--- src/rtl/monster_line_renderer.sv ---
// Per-line monster sprite list builder and per-pixel hit test for the VGA pipeline.
// Optional MONSTER_SNAPSHOT_EN: scans read a shadow copy of state_monsters latched on frame_start.

module mlr_hit_lane #(
  parameter int SPRITE = 32,
  parameter int RW     = 5
) (
  input  logic          ent_vld,
  input  logic [10:0]   x0,
  input  logic [9:0]    px,
  output logic          lane_hit,
  output logic [RW-1:0] lane_col
);
  logic [10:0] px_w, dx;

  assign px_w     = {1'b0, px};
  assign dx       = px_w - x0;
  assign lane_hit = ent_vld && (px_w >= x0) && (px_w <= x0 + 11'(SPRITE-1));
  assign lane_col = dx[RW-1:0];
endmodule

module monster_line_renderer #(
  parameter  int MONSTERS     = 12,
  parameter  int MAX_PER_LINE = 4,
  parameter  int SPRITE       = 32,
  parameter  int SCALE_SHIFT  = 2,
  localparam int RW           = $clog2(SPRITE)
) (
  input  logic                    clk,
  input  logic                    rst,
  input  logic [19*MONSTERS-1:0]  state_monsters,
  input  logic                    frame_start,
  input  logic                    line_start,
  input  logic [9:0]              next_y,
  input  logic                    pixel_valid,
  input  logic [9:0]              pixel_x,
  output logic                    hit,
  output logic [3:0]              hit_slot,
  output logic [1:0]              hit_dir,
  output logic [RW-1:0]           hit_row,
  output logic [RW-1:0]           hit_col,
  output logic                    busy,
  output logic                    overflow,
  output logic                    overrun
);
  localparam int SW = $clog2(MONSTERS);
  localparam int CW = $clog2(MAX_PER_LINE+1);

  typedef struct packed {
    logic          vld;
    logic [3:0]    slot;
    logic [1:0]    dir;
    logic [10:0]   x0;
    logic [RW-1:0] row;
  } ent_t;

  typedef enum logic {IDLE, SCAN} state_t;

  state_t                   state;
  logic [SW-1:0]            scan_idx;
  logic [CW-1:0]            prep_cnt, cnt_nxt;
  logic [10:0]              ny_q;
  ent_t [MAX_PER_LINE-1:0]  prep_buf, act_buf, prep_nxt;
  logic [19*MONSTERS-1:0]   src;

`ifdef MONSTER_SNAPSHOT_EN
  logic [19*MONSTERS-1:0] shadow;
  always_ff @(posedge clk) begin
    if (rst)              shadow <= '0;
    else if (frame_start) shadow <= state_monsters;
  end
  assign src = shadow;
`else
  assign src = state_monsters;
`endif

  // Slot under scan: decode and test against the latched line
  logic [18:0] cur;
  logic [10:0] y0, x0, dy;
  logic        match, ovf_set;

  assign cur   = src[19*int'(scan_idx) +: 19];
  assign y0    = 11'(cur[18:11]) << SCALE_SHIFT;
  assign x0    = 11'(cur[10:3]) << SCALE_SHIFT;
  assign dy    = ny_q - y0;
  assign match = (state == SCAN) && cur[0] && (ny_q >= y0) && (ny_q <= y0 + 11'(SPRITE-1));

  always_comb begin
    prep_nxt = prep_buf;
    cnt_nxt  = prep_cnt;
    ovf_set  = 1'b0;
    if (match) begin
      if (prep_cnt < CW'(MAX_PER_LINE)) begin
        for (int i = 0; i < MAX_PER_LINE; i++)
          if (CW'(i) == prep_cnt)
            prep_nxt[i] = '{vld: 1'b1, slot: 4'(scan_idx), dir: cur[2:1], x0: x0, row: dy[RW-1:0]};
        cnt_nxt = prep_cnt + 1'b1;
      end else begin
        ovf_set = 1'b1;
      end
    end
  end

  // The current slot still lands in the list on the line_start edge, so an
  // interrupted scan hands over everything it examined.
  always_ff @(posedge clk) begin
    if (rst) begin
      state    <= IDLE;
      busy     <= 1'b0;
      scan_idx <= '0;
      prep_cnt <= '0;
      prep_buf <= '0;
      act_buf  <= '0;
      ny_q     <= '0;
      overflow <= 1'b0;
      overrun  <= 1'b0;
    end else begin
      if (ovf_set) overflow <= 1'b1;
      if (line_start) begin
        act_buf  <= frame_start ? '0 : prep_nxt;
        prep_buf <= '0;
        prep_cnt <= '0;
        ny_q     <= {1'b0, next_y};
        scan_idx <= '0;
        state    <= SCAN;
        busy     <= 1'b1;
        if (state == SCAN) overrun <= 1'b1;
      end else if (frame_start) begin
        act_buf  <= '0;
        prep_buf <= '0;
        prep_cnt <= '0;
        if (state == SCAN) scan_idx <= scan_idx + 1'b1;
      end else if (state == SCAN) begin
        prep_buf <= prep_nxt;
        prep_cnt <= cnt_nxt;
        if (scan_idx == SW'(MONSTERS-1)) begin
          act_buf  <= prep_nxt;
          scan_idx <= '0;
          state    <= IDLE;
          busy     <= 1'b0;
        end else begin
          scan_idx <= scan_idx + 1'b1;
        end
      end
    end
  end

  logic [MAX_PER_LINE-1:0]         lane_hit;
  logic [MAX_PER_LINE-1:0][RW-1:0] lane_col;

  for (genvar g = 0; g < MAX_PER_LINE; g++) begin : g_lane
    mlr_hit_lane #(.SPRITE(SPRITE), .RW(RW)) u_lane (
      .ent_vld  (act_buf[g].vld),
      .x0       (act_buf[g].x0),
      .px       (pixel_x),
      .lane_hit (lane_hit[g]),
      .lane_col (lane_col[g])
    );
  end

  ent_t          win_ent;
  logic          win_hit;
  logic [RW-1:0] win_col;

  // Lowest list index wins; list order is slot order
  always_comb begin
    win_hit = 1'b0;
    win_ent = '0;
    win_col = '0;
    for (int i = MAX_PER_LINE-1; i >= 0; i--)
      if (lane_hit[i]) begin
        win_hit = 1'b1;
        win_ent = act_buf[i];
        win_col = lane_col[i];
      end
  end

  always_ff @(posedge clk) begin
    if (rst || !(pixel_valid && win_hit)) begin
      hit      <= 1'b0;
      hit_slot <= '0;
      hit_dir  <= '0;
      hit_row  <= '0;
      hit_col  <= '0;
    end else begin
      hit      <= 1'b1;
      hit_slot <= win_ent.slot;
      hit_dir  <= win_ent.dir;
      hit_row  <= win_ent.row;
      hit_col  <= win_col;
    end
  end
endmodule

--- config.mk ---
export PLATFORM = sky130hd
export DESIGN_NAME = monster_line_renderer
export DESIGN_NICKNAME = d
export VERILOG_FILES = /design/src/rtl/monster_line_renderer.sv
export SDC_FILE = /design/constraint.sdc
export NUM_CORES = 1
export LEC_CHECK = 0
export BUFFER_PORTS_ARGS = -buffer_cell sky130_fd_sc_hd__buf_2
export CAP_MARGIN = 20
export CORE_ASPECT_RATIO = 1.2
export CORE_MARGIN = 3
export CORE_UTILIZATION = 53
export DETAILED_ROUTE_END_ITERATION = 10
export PLACE_DENSITY = 0.75
export SYNTH_ARGS = -nofsm -noshare
export SYNTH_HDL_FRONTEND = slang
export SYNTH_SLANG_ARGS = --single-unit
--- constraint.sdc ---
create_clock -name clk -period 12.3 [get_ports clk]
set_input_delay 1.845 -clock clk [delete_from_list [all_inputs] [get_ports clk]]
set_output_delay 1.845 -clock clk [all_outputs]
set_load 0.1 [all_outputs]
Yosys cells after proc, flatten, opt, wreduce, memory -nomap -nowiden. Cells that the tools add are included.

Register bits: 222. Input port bits: 253.

Add/sub/neg operators: 12. Multipliers: 1. Order comparisons: 11. Eq/ne operators: 5. Shifts and indexed selects: 1. Mux-type cells: 38. Reductions and logical operators: 25.

Operator list (count): $mux 92 (7); $shiftx 228x10->19 (1); $mux 23 (4); $mux 22 (4); $le 10x11->1 (5); $add 11x5->11 const B (4); $ge 10x11->1 (4); $sub 5x5->5 (5); $mux 5 (4); $mux 4 (4); $mux 1 (15); $logic_and 1x1->1 (12); $add 10x5->11 const B (1); $ge 10x10->1 (1); $mul 5x4->9 const A (1); $eq 2x3->1 const A (2); $reduce_and 3->1 (2); $reduce_bool 3->1 (2); $add 4x1->4 const B (1); $eq 4x4->1 const B (1); $reduce_and 2->1 (2); $reduce_bool 2->1 (2); $add 3x1->3 const B (1); $eq 1x3->1 const A (1); other kinds (7) (7).

Logic depth before layout (Yosys ltp).
Depth in word-level cells: 11. Gate-level depth with buffers: 21. Depth with buffers taken out: 17.

Hierarchy. A second synthesis with hierarchy kept.

Cells, all modules: 1632. Area, all modules: 14377.5 sq um.

By module, submodules not included: monster_line_renderer (instances 1, cells each 1252, area each 11484.8 sq um, seq. area each 4444.3 sq um); mlr_hit_lane (instances 4, cells each 95, area each 723.2 sq um, seq. area each 0.0 sq um).

Worst setup path after synthesis. Ideal clock, no wire load.

Path type: input to register. Start: input state_monsters[69]. End: register act_buf[19] (netlist bit). Library setup time: 0.130 ns. Arrival time: 5.049 ns. Required time: 12.170 ns. Path slack: 7.121 ns. Stages on the path: 18. Path buffers: 1. Cells stage by stage: mux4_2 > mux2i_1 > o21ai_0 > inv_1 > ha_1 > o211ai_1 > nand2_1 > xnor2_1 > ha_1 > and3_1 > a221oi_1 > o21ai_0 > a21boi_0 > o22ai_4 > nand2_4 > buf_4 > mux2i_1 > o21ai_0.

Cells in the longest elaborated chain, start to end: 9. Elaborated cells on any way between the ends: 13. Those cells by class: add/sub: 1; order compare: 2; shift: 1; mux: 6; reduce/logical: 3.

RTL lines: start: declaration (line 31) `input logic [19*MONSTERS-1:0] state_monsters,`; $shiftx 228x10->19 (*) (line 82) `assign cur = src[19*int'(scan_idx) +: 19];`; $add 10x5->11 (tied with other cells) (line 86) `assign match = (state == SCAN) && cur[0] && (ny_q >= y0) && (ny_q <= y0 + 11'(SPRITE-1));`; $le 10x11->1 or $logic_and 1x1->1 (tied branches) (line 86); $logic_and 1x1->1 (*) (line 86); $mux 92 (*) (line 92) `if (match) begin`; $mux 92 (line 136) `if (scan_idx == SW'(MONSTERS-1)) begin`; $mux 92 (line 133) `end else if (state == SCAN) begin`; $mux 92 (line 128) `end else if (frame_start) begin`; $mux 92 (*) (line 119) `if (line_start) begin`; end signal: assignment (line 120) `act_buf <= frame_start ? '0 : prep_nxt;`; end signal: assignment (line 137) `act_buf <= prep_nxt;`; end: declaration (line 63) `ent_t [MAX_PER_LINE-1:0] prep_buf, act_buf, prep_nxt;`.

Mark *: on every way between the ends. The rest lies on a longest branch, timed or not. The select of a mux whose other input is x is not followed. A chain may end at the register's enable or synchronous reset.

Worst setup path after layout.
Start: input state_monsters[11]. End: register act_buf[30] (netlist bit).

Cells in the longest elaborated chain, start to end: 9. Elaborated cells on any way between the ends: 15. Those cells by class: add/sub: 1; order compare: 2; shift: 1; mux: 8; reduce/logical: 3.

RTL lines (line): $shiftx 228x10->19 (*) (82); $add 10x5->11 (tied with other cells) (86); $le 10x11->1 or $logic_and 1x1->1 (tied branches) (86); $logic_and 1x1->1 (86); $mux 92 (*) (92); $mux 92 (136); $mux 92 (133); $mux 92 (128); $mux 92 (*) (119).

Marks and branches as above.

==> out/summary.txt <==
Status -> finished, final reports clean
Post-Syn Instances -> 1369
Synth area leader -> dfxtp_1
Post-Syn Nets -> 1734
Critical path launch point type -> primary input
DPL Wire Length -> 28800 µm
Clk slew on worst S/H paths -> 70 ps
Die Wd -> 148 µm
Post-synthesis sequential area ratio -> 34.8%
# nets final -> 1967
Tcrit/Tclk final -> 46.8%
Max_cap viols -> 0
Core footprint -> 23400 µm²
Synth Area in XOR/XNOR -> 3.49%
Power per cell area -> 109 nW/µm²
Later-pin clock latency in the skew report -> 530 ps
GRT Overall Usage -> 28.4%
Post-layout min period -> 5750 ps
Final Util -> 64.4%
Post-Route Skew -> 26.5 ps
Total vias in the final route -> 11.3k
Vias in the first global route -> 11.1k
Clock tree buffer depth -> 3
Largest family of logic cells by synthesized area -> multiplexers
Cell row count -> 61
Mapped cell area -> 12800 µm²
Slew margin rel. -> 27.8%
Async SR Flop Fraction -> 0%
Routed wire per std cell -> 19.7 µm
CP Data Required Time -> 12660 ps
Vias per cell -> 5.82
Layout Cells excl Fill -> 1939
Hold Path Class -> reg2reg
Yosys warning total -> 0
Dpl cells -> 1893
Die area -> 26000 µm²
Leakage power -> 6.69 nW
Worst setup EP type -> register
Total grt overflow -> 0
Synth area leaders -> dfxtp_1 (35%), ha_1 (10%), mux4_2 (9.7%), mux2i_1 (7.9%), nand2_1 (4.5%)
I/O pin cnt -> 273
Yosys cell types -> 64
Clk root buf -> clkbuf_16
CTS tree -> built
Proportion of synthesized area in mux cells -> 17.8%
Cell area after layout -> 15100 µm²
Final hold violations -> 0
Adder-cell area share of the yosys netlist -> 11.3%
CTS Buf Count -> 22
CP Class -> in2reg
Final WL -> 38200 µm
Slew @ Worst Pin -> 1080 ps
Detail Route Antenna Nets -> 0
Crit path max-delay cell type -> o21ai_0
Placed Area -> 14300 µm²
Slowest stage delay, CP -> 500 ps
Fillers -> 2000
Crit path DAT -> 6110 ps
CP max FO -> 25
Post-synth EDFFs -> 0
Synth Area in Compound Gates -> 12.6%
Highest clock rate -> 174 MHz
Layout cells sized above 1 -> 24.4%
Pin count of the biggest net entering global routing -> 93
Die height -> 176 µm
Number of remaining DRC errors -> 0
Setup total negative slack -> 0 ps
Synth Flop Type -> dfxtp_1
GPL Wtd Cong -> 0.912
Starting Density -> 54.5%
Max-slew violations -> 0
Global-route wire length before repair -> 59200 µm
Drt pass-1 iters -> 6
Max IR drop VDD -> 83.2 µV
Post-CTS sizing -> 0
Hold-fix buffers, CTS -> 0
RSZ-0062 raised after global routing -> false
CP most frequent cell -> o21ai_0
Setup-failing EPs final -> 0
Post-CTS Setup Bufs -> 0
Share of the synthesized area in the top cell type -> 34.8%
Initial antenna violation count -> 7
H-tree depth -> 1
Mean Syn Cell Area -> 9.34 µm²
CP Cell Sequence -> buf_2 > mux4_2 > mux2i_1 > o21ai_0 > inv_1 > ha_1 > o211ai_1 > nand2_1 > xnor2_1 > ha_1 > and3_1 > a221oi_1 > o21ai_0 > a21boi_0 > o22ai_4 > nand2_4 > mux2i_1 > o21ai_0
Synth Area in Simple Gates -> 15.1%
Post-synthesis register bit count -> 222
Area growth, synth to finish -> 18.1%
Drt initial violations -> 855
# clock sinks -> 222
Port bufs -> 272
-- area by class of cell --
cell class / count / area, µm² / share of cell area, %
Clock inverter: 17 / 234 / 1.55
Tap cell: 315 / 394 / 2.61
Sequential cell: 222 / 4450 / 29.5
Inverter: 71 / 267 / 1.77
Timing Repair Buffer: 283 / 1440 / 9.57
Multi-Input combinational cell: 1002 / 7720 / 51.2
Antenna cell: 6 / 15.0 / 0.0995
Clock buffer: 23 / 564 / 3.74
-- final timing paths --
path,slack [ps],end,depth (start not counted),from
worst max-delay path,6550,act_buf[30],18,state_monsters[11]
worst min-delay path,450,act_buf[48],2,act_buf[48]
worst max register to register,6570,act_buf[30],18,scan_idx[1]
worst min register to register,450,act_buf[48],2,act_buf[48]
-- per-layer routing --
metal	share of wire, %	GRT usage, %	vias up
met5	0.034	0	-
met4	2.4	8.35	2
met3	8.6	6.42	60
met2	49	48.5	446
met1	40	36.0	5413
li1	-	-	5370
-- layout by cell type (no fill, tap or decap), types with 41 or more instances in the layout --
| cell type | instances |
|---|---|
| mux2i_1 | 101 |
| nor2_1 | 121 |
| inv_1 | 71 |
| nor3_1 | 41 |
| mux4_2 | 55 |
| a21oi_1 | 42 |
| nand2_1 | 153 |
| xnor2_1 | 44 |
| dfxtp_1 | 220 |
| buf_2 | 272 |
| ha_1 | 107 |
| o21ai_0 | 101 |
-- worst max-delay path: cells and delay by family --
| family | cells | cell delay, ps |
|---|---|---|
| AO/OA/AOI/OAI | 7 | 1890 |
| multiplexers | 3 | 740 |
| XOR/XNOR | 1 | 140 |
| AND/OR/NAND/NOR | 3 | 690 |
| adder cells (fa/ha/maj) | 2 | 530 |
| buffers and inverters | 2 | 250 |
-- report_power, final --
| group | leakage, nW | total, W | switching (W) | internal [W] |
|---|---|---|---|---|
| Sequential | 1.79 | 0.000728 | 0.00000686 | 0.000721 |
| Combinational | 4.51 | 0.000194 | 0.000104 | 0.0000899 |
| Clock | 0.388 | 0.000730 | 0.000303 | 0.000426 |
-- kinds of logic after synthesis --
| family | Yosys count |
|---|---|
| AOI/OAI and AO/OA | 257 |
| and+or+nand+nor | 425 |
| adders and majority gates | 112 |
| DFF | 222 |
| muxes | 157 |
| buffers and inverters | 145 |
| xor gates and xnor gates | 51 |
-- state kept, by name, indices dropped and copies added, names as in the netlist, 2 cells and up --
name / count
act_buf: 92
prep_buf: 92
ny_q: 10
hit_col: 5
hit_row: 5
hit_slot: 4
scan_idx: 4
prep_cnt: 3
hit_dir: 2
-- synth_stat cells, drive strengths merged (2+ instances only) --
cell type	instances
a21boi	3
nand2	157
a21oi	42
or2	2
clkbuf	49
a21o	8
mux4	56
nand4	16
fa	5
nor3	42
nor2	121
a311o	2
mux2i	101
a31oi	6
a221oi	2
nor4	3
a2111oi	4
or4b	2
o211a	3
a32o	12
or3	2
nand4b	4
nor2b	12
a22oi	3
xor2	7
a211oi	5
and3	31
dfxtp	222
o31ai	6
nand3	28
o21ai	119
xnor2	44
o211ai	3
buf	25
o221ai	2
o22ai	15
inv	71
o21bai	2
o21a	11
ha	107
-- metrics by stage --
stage	worst slack, ps	power, W	hold slack [ps]
floorplan	7120	0.000852	416
global placement	6370	0.000931	436
detailed placement	6190	0.000936	442
CTS	6720	0.00166	454
global route	6250	0.00171	477
finish	6550	0.00165	454
Power figures use the tool's default switching activity.
